**src/rtl/fast_square_bb_comb_sweep.sv**
```systemverilog
`default_nettype none
// ============================================================================
// Module      : fast_square_bb_comb_sweep
// Description : Coherent I/Q baseband averager with an automatic frequency-step
//               sweep. Each step discards SETTLE_CYCLES samples, then averages
//               2^ACC_LOG2 samples and emits one I/Q pair with a strobe.
// Ports       : clock           - system clock, one sample per cycle
//               reset           - asynchronous active-low reset
//               record          - level, enables sweep/accumulation
//               freq_step       - pulse, forces early advance to next step
//               i_in / q_in     - signed baseband samples
//               i_out / q_out   - signed averages, held between strobes
//               data_out_strobe - pulse, i_out/q_out/step_idx valid
//               step_idx        - step index of current/last result
//               sweep_done      - pulse with the strobe of the final step
//               busy            - high while settling or accumulating
// Revision    : 1.0 - initial release
// ============================================================================
module fast_square_bb_comb_sweep #(
    parameter int WIDTH         = 16,
    parameter int ACC_LOG2      = 4,
    parameter int NUM_STEPS     = 8,
    parameter int SETTLE_CYCLES = 4,
    localparam int SW           = (NUM_STEPS > 2) ? $clog2(NUM_STEPS) : 1
) (
    input  logic                    clock,
    input  logic                    reset,
    input  logic                    record,
    input  logic                    freq_step,
    input  logic signed [WIDTH-1:0] i_in,
    input  logic signed [WIDTH-1:0] q_in,
    output logic signed [WIDTH-1:0] i_out,
    output logic signed [WIDTH-1:0] q_out,
    output logic                    data_out_strobe,
    output logic [SW-1:0]           step_idx,
    output logic                    sweep_done,
    output logic                    busy
);

    localparam int AW = WIDTH + ACC_LOG2;
    localparam int CW = (SETTLE_CYCLES > 1) ? $clog2(SETTLE_CYCLES) : 1;

    localparam logic [1:0] c_IDLE   = 2'd0;
    localparam logic [1:0] c_SETTLE = 2'd1;
    localparam logic [1:0] c_ACCUM  = 2'd2;

    // With no settle interval a new step begins accumulating immediately.
    localparam logic [1:0] c_ENTER = (SETTLE_CYCLES == 0) ? c_ACCUM : c_SETTLE;

    localparam logic [CW-1:0] c_SETTLE_LAST = CW'((SETTLE_CYCLES > 0) ? SETTLE_CYCLES - 1 : 0);
    localparam logic [SW-1:0] c_STEP_LAST   = SW'(NUM_STEPS - 1);

    logic [1:0]           r_state;
    logic signed [AW-1:0] r_acc_i;
    logic signed [AW-1:0] r_acc_q;
    logic [ACC_LOG2-1:0]  r_cnt;
    logic [CW-1:0]        r_settle;
    logic [SW-1:0]        r_step;

    logic signed [AW-1:0] w_sum_i;
    logic signed [AW-1:0] w_sum_q;
    logic                 w_last;
    logic [SW-1:0]        w_step_next;

    // Accumulator is wide enough for 2^ACC_LOG2 full-scale samples.
    assign w_sum_i     = r_acc_i + {{ACC_LOG2{i_in[WIDTH-1]}}, i_in};
    assign w_sum_q     = r_acc_q + {{ACC_LOG2{q_in[WIDTH-1]}}, q_in};
    assign w_last      = &r_cnt;
    assign w_step_next = (r_step == c_STEP_LAST) ? '0 : r_step + 1'b1;
    assign busy        = (r_state != c_IDLE);

    always_ff @(posedge clock or negedge reset) begin
        if (!reset) begin
            r_state         <= c_IDLE;
            r_acc_i         <= '0;
            r_acc_q         <= '0;
            r_cnt           <= '0;
            r_settle        <= '0;
            r_step          <= '0;
            i_out           <= '0;
            q_out           <= '0;
            data_out_strobe <= 1'b0;
            sweep_done      <= 1'b0;
            step_idx        <= '0;
        end else begin
            data_out_strobe <= 1'b0;
            sweep_done      <= 1'b0;
            // The visible index trails the internal step by one cycle so the
            // strobe cycle still shows the index of the result being emitted.
            step_idx        <= r_step;

            case (r_state)
                c_IDLE: begin
                    if (record) begin
                        r_step   <= '0;
                        step_idx <= '0;
                        r_acc_i  <= '0;
                        r_acc_q  <= '0;
                        r_cnt    <= '0;
                        r_settle <= '0;
                        r_state  <= c_ENTER;
                    end
                end

                c_SETTLE: begin
                    if (!record) begin
                        r_settle <= '0;
                        r_state  <= c_IDLE;
                    end else if (freq_step) begin
                        r_step   <= w_step_next;
                        r_settle <= '0;
                    end else if (r_settle == c_SETTLE_LAST) begin
                        r_settle <= '0;
                        r_state  <= c_ACCUM;
                    end else begin
                        r_settle <= r_settle + 1'b1;
                    end
                end

                c_ACCUM: begin
                    if (w_last) begin
                        // The dump wins over abort/advance requests, so a
                        // freq_step here yields exactly one step advance.
                        i_out           <= w_sum_i[ACC_LOG2 +: WIDTH];
                        q_out           <= w_sum_q[ACC_LOG2 +: WIDTH];
                        data_out_strobe <= 1'b1;
                        sweep_done      <= (r_step == c_STEP_LAST);
                        r_step          <= w_step_next;
                        r_acc_i         <= '0;
                        r_acc_q         <= '0;
                        r_cnt           <= '0;
                        r_state         <= record ? c_ENTER : c_IDLE;
                    end else if (!record) begin
                        r_acc_i <= '0;
                        r_acc_q <= '0;
                        r_cnt   <= '0;
                        r_state <= c_IDLE;
                    end else if (freq_step) begin
                        r_step  <= w_step_next;
                        r_acc_i <= '0;
                        r_acc_q <= '0;
                        r_cnt   <= '0;
                        r_state <= c_ENTER;
                    end else begin
                        r_acc_i <= w_sum_i;
                        r_acc_q <= w_sum_q;
                        r_cnt   <= r_cnt + 1'b1;
                    end
                end

                default: begin
                    r_state <= c_IDLE;
                end
            endcase
        end
    end

endmodule
`default_nettype wire

```
**config.mk**
```make
export PLATFORM = sky130hd
export DESIGN_NAME = fast_square_bb_comb_sweep
export DESIGN_NICKNAME = d
export VERILOG_FILES = /design/src/rtl/fast_square_bb_comb_sweep.sv
export SDC_FILE = /design/constraint.sdc
export NUM_CORES = 1
export LEC_CHECK = 0
export ABC_AREA = 1
export CAP_MARGIN = 10
export CORE_UTILIZATION = 61
export CTS_CLUSTER_DIAMETER = 100
export DETAILED_ROUTE_END_ITERATION = 6
export PLACE_DENSITY = 0.83
export SYNTH_ARGS = -nofsm -noshare
export SYNTH_HDL_FRONTEND = slang
export SYNTH_SLANG_ARGS = --single-unit
```
**constraint.sdc**
```tcl
create_clock -name clock -period 5.06 [get_ports clock]
set_input_delay 1.012 -clock clock [delete_from_list [all_inputs] [get_ports clock]]
set_output_delay 1.012 -clock clock [all_outputs]
set_load 0.05 [all_outputs]
```
==> results.yml, run 1 <==
outcome:
  status: "finished, final reports clean"
yosys:
  synth.most_common_cell: "nand2_1"
  synth_compound_area_share_pct: 7.21
  synthTopCellsByCount: "320 x nand2_1, 88 x dfrtp_1, 84 x inv_1"
  synthCells: 818
  synth_flop_cell: "dfrtp_1"
  postSynthAreaPerCell_um2: 7.24
  yosys_register_bits: 88
  synth_enable_flop_cells: 0
  synth_area_leaders: "dfrtp_1 37%, nand2_1 20%, ha_1 9.9%"
  synth-simple-area-share_pct: 35.5
  synth_sequential_area_ratio_pct: 37.2
  synthDistinctLibCells: 37
  ys_warn_count: 0
  synth_top_area_cell: "dfrtp_1"
  synth_top_family_by_area: "simple AND/OR/NAND/NOR gates"
  syn_area_um2: 5920
  async_reset_ff_share_pct: 100
  synth_top_area_share_pct: 37.2
  synthXorXnorAreaFrac_pct: 2.07
  synthAdderAreaFrac_pct: 10.6
  syn_nets: 903
  synthMuxAreaShare_pct: 0
clock_network:
  clk_pin_slew_worst_paths_ns: 0.09
  cts-root-buf: "clkbuf_8"
  cts_setup_buffers: 0
  htreeDepth: 3
  cts_max_path_buffers: 2
  clk_latency_ns: 0.37
  cts_buffers: 9
  cts_sinks: 88
  cts_repair_resize_count: 0
  cts_tree: "yes"
  postCtsHoldBufs: 0
detailed_routing:
  dr.pass1.iters: 5
  drcViolationCount: 0
  vias_per_cell: 5.44
  wirelength_um: 14800
  postRouteAntennaNets: 0
  num_vias: 5555
  dr.first_iter.drc_count: 215
  post_drt_wl_per_cell_um: 14.5
power_and_ir_drop:
  ir_drop_mv: 0.188
  finalPower_mw: 2.52
  p_leak_nw: 3.66
  cellPowerDensity_nw_per_um2: 365
worst_hold_path:
  hp-class: "flip-flop to flip-flop"
  min_delay_path_depth: 2
  min_to: "q_out[13]"
  holdCritStartpoint: "q_out[13]"
floorplan:
  die_h_um: 101
  row_count: 35
  start_util_pct: 63.5
  pin_count: 74
  coreArea_um2: 9330
  die_w_um: 101
  dieArea_um2: 10100
sta:
  fin_skew_ns: 0.0132
  slew_headroom_pct: 42.6
  timing.hold.ws_ns: 0.486
  worstMarginPinSlew_ns: 0.857
  final_max_slew_viol_count: 0
  hold_violations: 0
  min_period_ns: 3.05
  fin_setup_tns_ns: 0
  setup-violations-final: 0
  max_freq_ghz: 0.328
  rsz0062_at_grt: "false"
  setup_slack_ns: 2.01
  fin_crit_sh_pct: 60.3
finish:
  drive_gt1_share_pct: 5.26
  syn2layout_area_growth_pct: 16.8
  fillers: 781
  n_antenna_cell: 0
  fin_area_um2: 6920
  finalNetCount: 973
worst_setup_path:
  r2r_start: "r_cnt[1]"
  path_delay_family: "buffers and inverters"
  crit_buf_inv: 3
  crit_fanout: 5
  criticalPathCategory: "flip-flop to output pin"
  r2r_end: "r_step[1]"
  slowest_delay_ns: 0.80
  worstPathCellList: "inv_1 -> ha_1 -> inv_1 -> clkdlybuf4s50_1"
  worstSetupStartpoint: "r_state[0]"
  cp_common_cell: "inv_1"
  critPathLaunchType: "flip-flop"
  slowest_stage: "clkdlybuf4s50_1"
  rr_worst_depth: 7
  crit_required_ns: 4.05
  arrival_ns: 2.04
  cp-end-kind: "output pin"
  ff2ff_setup_slack_ns: 2.37
grt:
  grt_overflow: 0
  track_usage_pct: 31.9
  first_global_vias: 5548
  grt_pass1_wl_um: 25300
  grt_antenna_before_repair: 0
  grt_max_degree: 61
placed_design:
  dp_hpwl_um: 10800
  dp_slack_ns: 1.93
  routabilityCongestion: 0.919
  postPlaceCellArea_um2: 6720
  io_buffers: 73
run:
  maxCapViolCount: 0
flip-flops by register name, indices dropped and copies added (netlist names), 2 cells and up:
name and flops:
r_acc_i 20, r_acc_q 20, i_out 16, q_out 16, r_cnt 4, r_step 3, step_idx 3, r_settle 2
r_state 2
logic make-up (layout without fill, tap and decap cells):
logic type,after synthesis,count (layout)
DFF,88,88
xor gates and xnor gates,14,14
AOI/OAI and AO/OA,75,75
and+or+nand+nor,487,487
adders and majority gates,49,49
buffers and inverters,105,180
cells in the final DEF, fill, tap and decap left out, types with 6 or more instances in the layout:
cell / synthesis / routed
o22ai_1: 6 / 6
inv_2: 6 / 6
nand3_2: 7 / 7
nor2_1: 52 / 52
nand2_2: 5 / 6
inv_1: 84 / 84
dfrtp_1: 88 / 88
a21oi_1: 34 / 34
ha_1: 47 / 47
xnor2_1: 11 / 11
clkbuf_8: 0 / 10
nand3b_1: 22 / 22
nand2_1: 320 / 319
o21ai_0: 17 / 17
nand3_1: 62 / 62
clkdlybuf4s50_1: 0 / 72
worst max path at each step:
stage | endpoint | slack (ns) | depth (start not counted)
2_1_floorplan | q_out[8] | 2.65 | 13
3_3_place_gp | i_out[12] | 2.00 | 14
5_1_grt | busy | 1.94 | 4
6_report | busy | 2.01 | 4
3_5_place_dp | r_acc_q[12] | 1.93 | 14
4_1_cts | busy | 2.00 | 4
tightest hold or removal path: stages (launching register included):
cell and delay, ns:
dfrtp_1 0.35, nand2_1 0.06, nand2_1 0.05
metrics by stage:
| step | util, % | instances |
|---|---|---|
| 2_1_floorplan | - | 818 |
| 3_3_place_gp | 72.0 | 1006 |
| 3_5_place_dp | 72.0 | 1006 |
| 4_1_cts | 74.1 | 1022 |
| 5_1_grt | 74.1 | 1022 |
| 6_report | 74.1 | 1022 |
cell type report:
class	instances	area [µm²]	area share, %
clock inverters	4	53.8	0.778
multi-input cells	625	3280	47.4
repair buffers	74	736	10.6
clock buffers	12	145	2.10
inverters	90	338	4.89
flip-flops and latches	88	2200	31.8
well taps	129	161	2.33
power by group:
group | total (mW) | internal, mW | switching (mW)
Sequential | 0.878 | 0.805 | 0.0729
Clock | 0.509 | 0.243 | 0.265
Combinational | 1.14 | 0.397 | 0.739
metal layers:
| layer | routed length, µm | vias up | GRT usage [%] |
|---|---|---|---|
| met5 | 0 | - | 0 |
| met4 | 369 | 0 | 13.5 |
| met3 | 792 | 39 | 3.61 |
| met2 | 7430 | 185 | 56.9 |
| met1 | 6220 | 2584 | 39.1 |
| li1 | - | 2747 | - |
Note: power is estimated with default switching activity, not from simulation.
==> run 2: changes to the inputs <==
--- a/config.mk
+++ b/config.mk
@@ -7,10 +7,10 @@
 export LEC_CHECK = 0
 export ABC_AREA = 1
 export CAP_MARGIN = 10
-export CORE_UTILIZATION = 61
+export CORE_UTILIZATION = 51
 export CTS_CLUSTER_DIAMETER = 100
 export DETAILED_ROUTE_END_ITERATION = 6
-export PLACE_DENSITY = 0.83
+export PLACE_DENSITY = 0.73
 export SYNTH_ARGS = -nofsm -noshare
 export SYNTH_HDL_FRONTEND = slang
 export SYNTH_SLANG_ARGS = --single-unit
==> constraint.sdc (replaced) <==
create_clock -name clock -period 2.8 [get_ports clock]
set_input_delay 0.56 -clock clock [delete_from_list [all_inputs] [get_ports clock]]
set_output_delay 0.56 -clock clock [all_outputs]
set_load 0.05 [all_outputs]
==> results.yml, run 2 (synthesis results as in run 1) <==
clock_network:
  clk_latency_ns: 0.35
  clk_pin_slew_worst_paths_ns: 0.06
  cts_tree: "yes"
  cts-root-buf: "clkbuf_16"
  htreeDepth: 3
  cts_repair_resize_count: 0
  postCtsHoldBufs: 0
  cts_setup_buffers: 0
  cts_buffers: 9
  cts_max_path_buffers: 2
  cts_sinks: 88
floorplan:
  die_w_um: 110
  dieArea_um2: 12000
  pin_count: 74
  start_util_pct: 53.4
  coreArea_um2: 11100
  die_h_um: 110
  row_count: 38
sta:
  final_max_slew_viol_count: 0
  worstMarginPinSlew_ns: 0.717
  hold_violations: 0
  fin_setup_tns_ns: 0
  fin_skew_ns: 0.00712
  min_period_ns: 2.60
  max_freq_ghz: 0.385
  slew_headroom_pct: 52.2
  setup-violations-final: 0
  rsz0062_at_grt: "false"
  timing.hold.ws_ns: 0.139
  fin_crit_sh_pct: 92.9
detailed_routing:
  vias_per_cell: 5.26
  postRouteAntennaNets: 0
  drcViolationCount: 0
  post_drt_wl_per_cell_um: 14.4
  wirelength_um: 15000
  num_vias: 5469
  dr.pass1.iters: 4
  dr.first_iter.drc_count: 215
finish:
  layout_commonest_cell: "nand2_1"
  final_util_pct: 64.1
  drive_gt1_share_pct: 5.67
  layout_common_cells: "320 x nand2_1, 88 x dfrtp_1, 84 x inv_1"
  syn2layout_area_growth_pct: 20.0
  fillers: 978
  n_antenna_cell: 0
  reg.largest.list: "r_acc_i x20, r_acc_q x20"
  fin_area_um2: 7100
  finalNetCount: 979
grt:
  track_usage_pct: 27.0
  grt_antenna_before_repair: 0
  grt_overflow: 0
  grt_max_degree: 60
  first_global_vias: 5601
  grt_pass1_wl_um: 25100
placed_design:
  dp_hpwl_um: 11400
  routabilityCongestion: 0.920
  postPlaceCellArea_um2: 6790
  io_buffers: 73
worst_setup_path:
  rr_worst_depth: 5
  critPathLaunchType: "flip-flop"
  crit_required_ns: 2.24
  criticalPathCategory: "flip-flop to output pin"
  arrival_ns: 2.04
  cp-end-kind: "output pin"
  crit_fanout: 5
power_and_ir_drop:
  finalPower_mw: 4.97
  ir_drop_mv: 0.461
  cellPowerDensity_nw_per_um2: 700
  p_leak_nw: 3.76
outcome:
  status: "finished, final reports clean"
run:
  maxCapViolCount: 0
worst_hold_path:
  hp-class: "input pin to asynchronous set/reset pin"
==> run 2: cell types whose count changed in the layout (fill, tap and decap cells not counted), moves of 2 or more <==
cell        change
buf_4           +5
clkbuf_16       +9
clkbuf_8        -9
clkinvlp_4      -2
==> run 2: worst paths after layout <==
kind | startpoint | endpoint | slack (ns)
max | r_state[0] | busy | 0.20
min | reset | step_idx[0] | 0.14
max reg2reg | r_cnt[1] | r_state[1] | 0.80
min reg2reg | q_out[11] | q_out[11] | 0.48
max in group asynchronous | reset | i_out[12] | 2.00
min in group clock | q_out[11] | q_out[11] | 0.48
==> run 2: power breakdown <==
group | leakage, nW | internal, mW | switching, mW
Sequential | 1.05 | 1.46 | 0.124
Clock | 0.154 | 0.807 | 0.510
Combinational | 2.55 | 0.743 | 1.33
==> run 2: critical path: stages (launching register included) <==
cell and delay, ns:
dfrtp_1 0.43, inv_1 0.09, ha_1 0.27, inv_1 0.10
clkdlybuf4s50_1 0.81
==> run 2: final cells by class <==
cell class                 instances  area, µm²  area share (%)
clock buffer                      13        250            3.52
timing repair buffer              80        793            11.2
tap                              140        175            2.47
clock inverter                     3       65.1           0.916
sequential                        88       2200            31.0
inverter                          90        338            4.76
multi-input combinational        625       3280            46.1
==> run 2: per-layer routing <==
metal	track usage, %	vias to the layer above	share of wire (%)	routed length (µm)
li1	-	2768	-	-
met1	32.6	2567	44	6600
met2	48.4	111	50	7450
met3	3.85	23	4.1	620
met4	10.6	0	2.1	318
met5	0	-	0	0
==> run 2: through the flow <==
step | std cells | worst slack [ns]
2_1_floorplan | 818 | 0.845
3_3_place_gp | 1023 | 0.192
3_5_place_dp | 1023 | 0.127
4_1_cts | 1039 | 0.189
5_1_grt | 1039 | 0.143
6_report | 1039 | 0.200
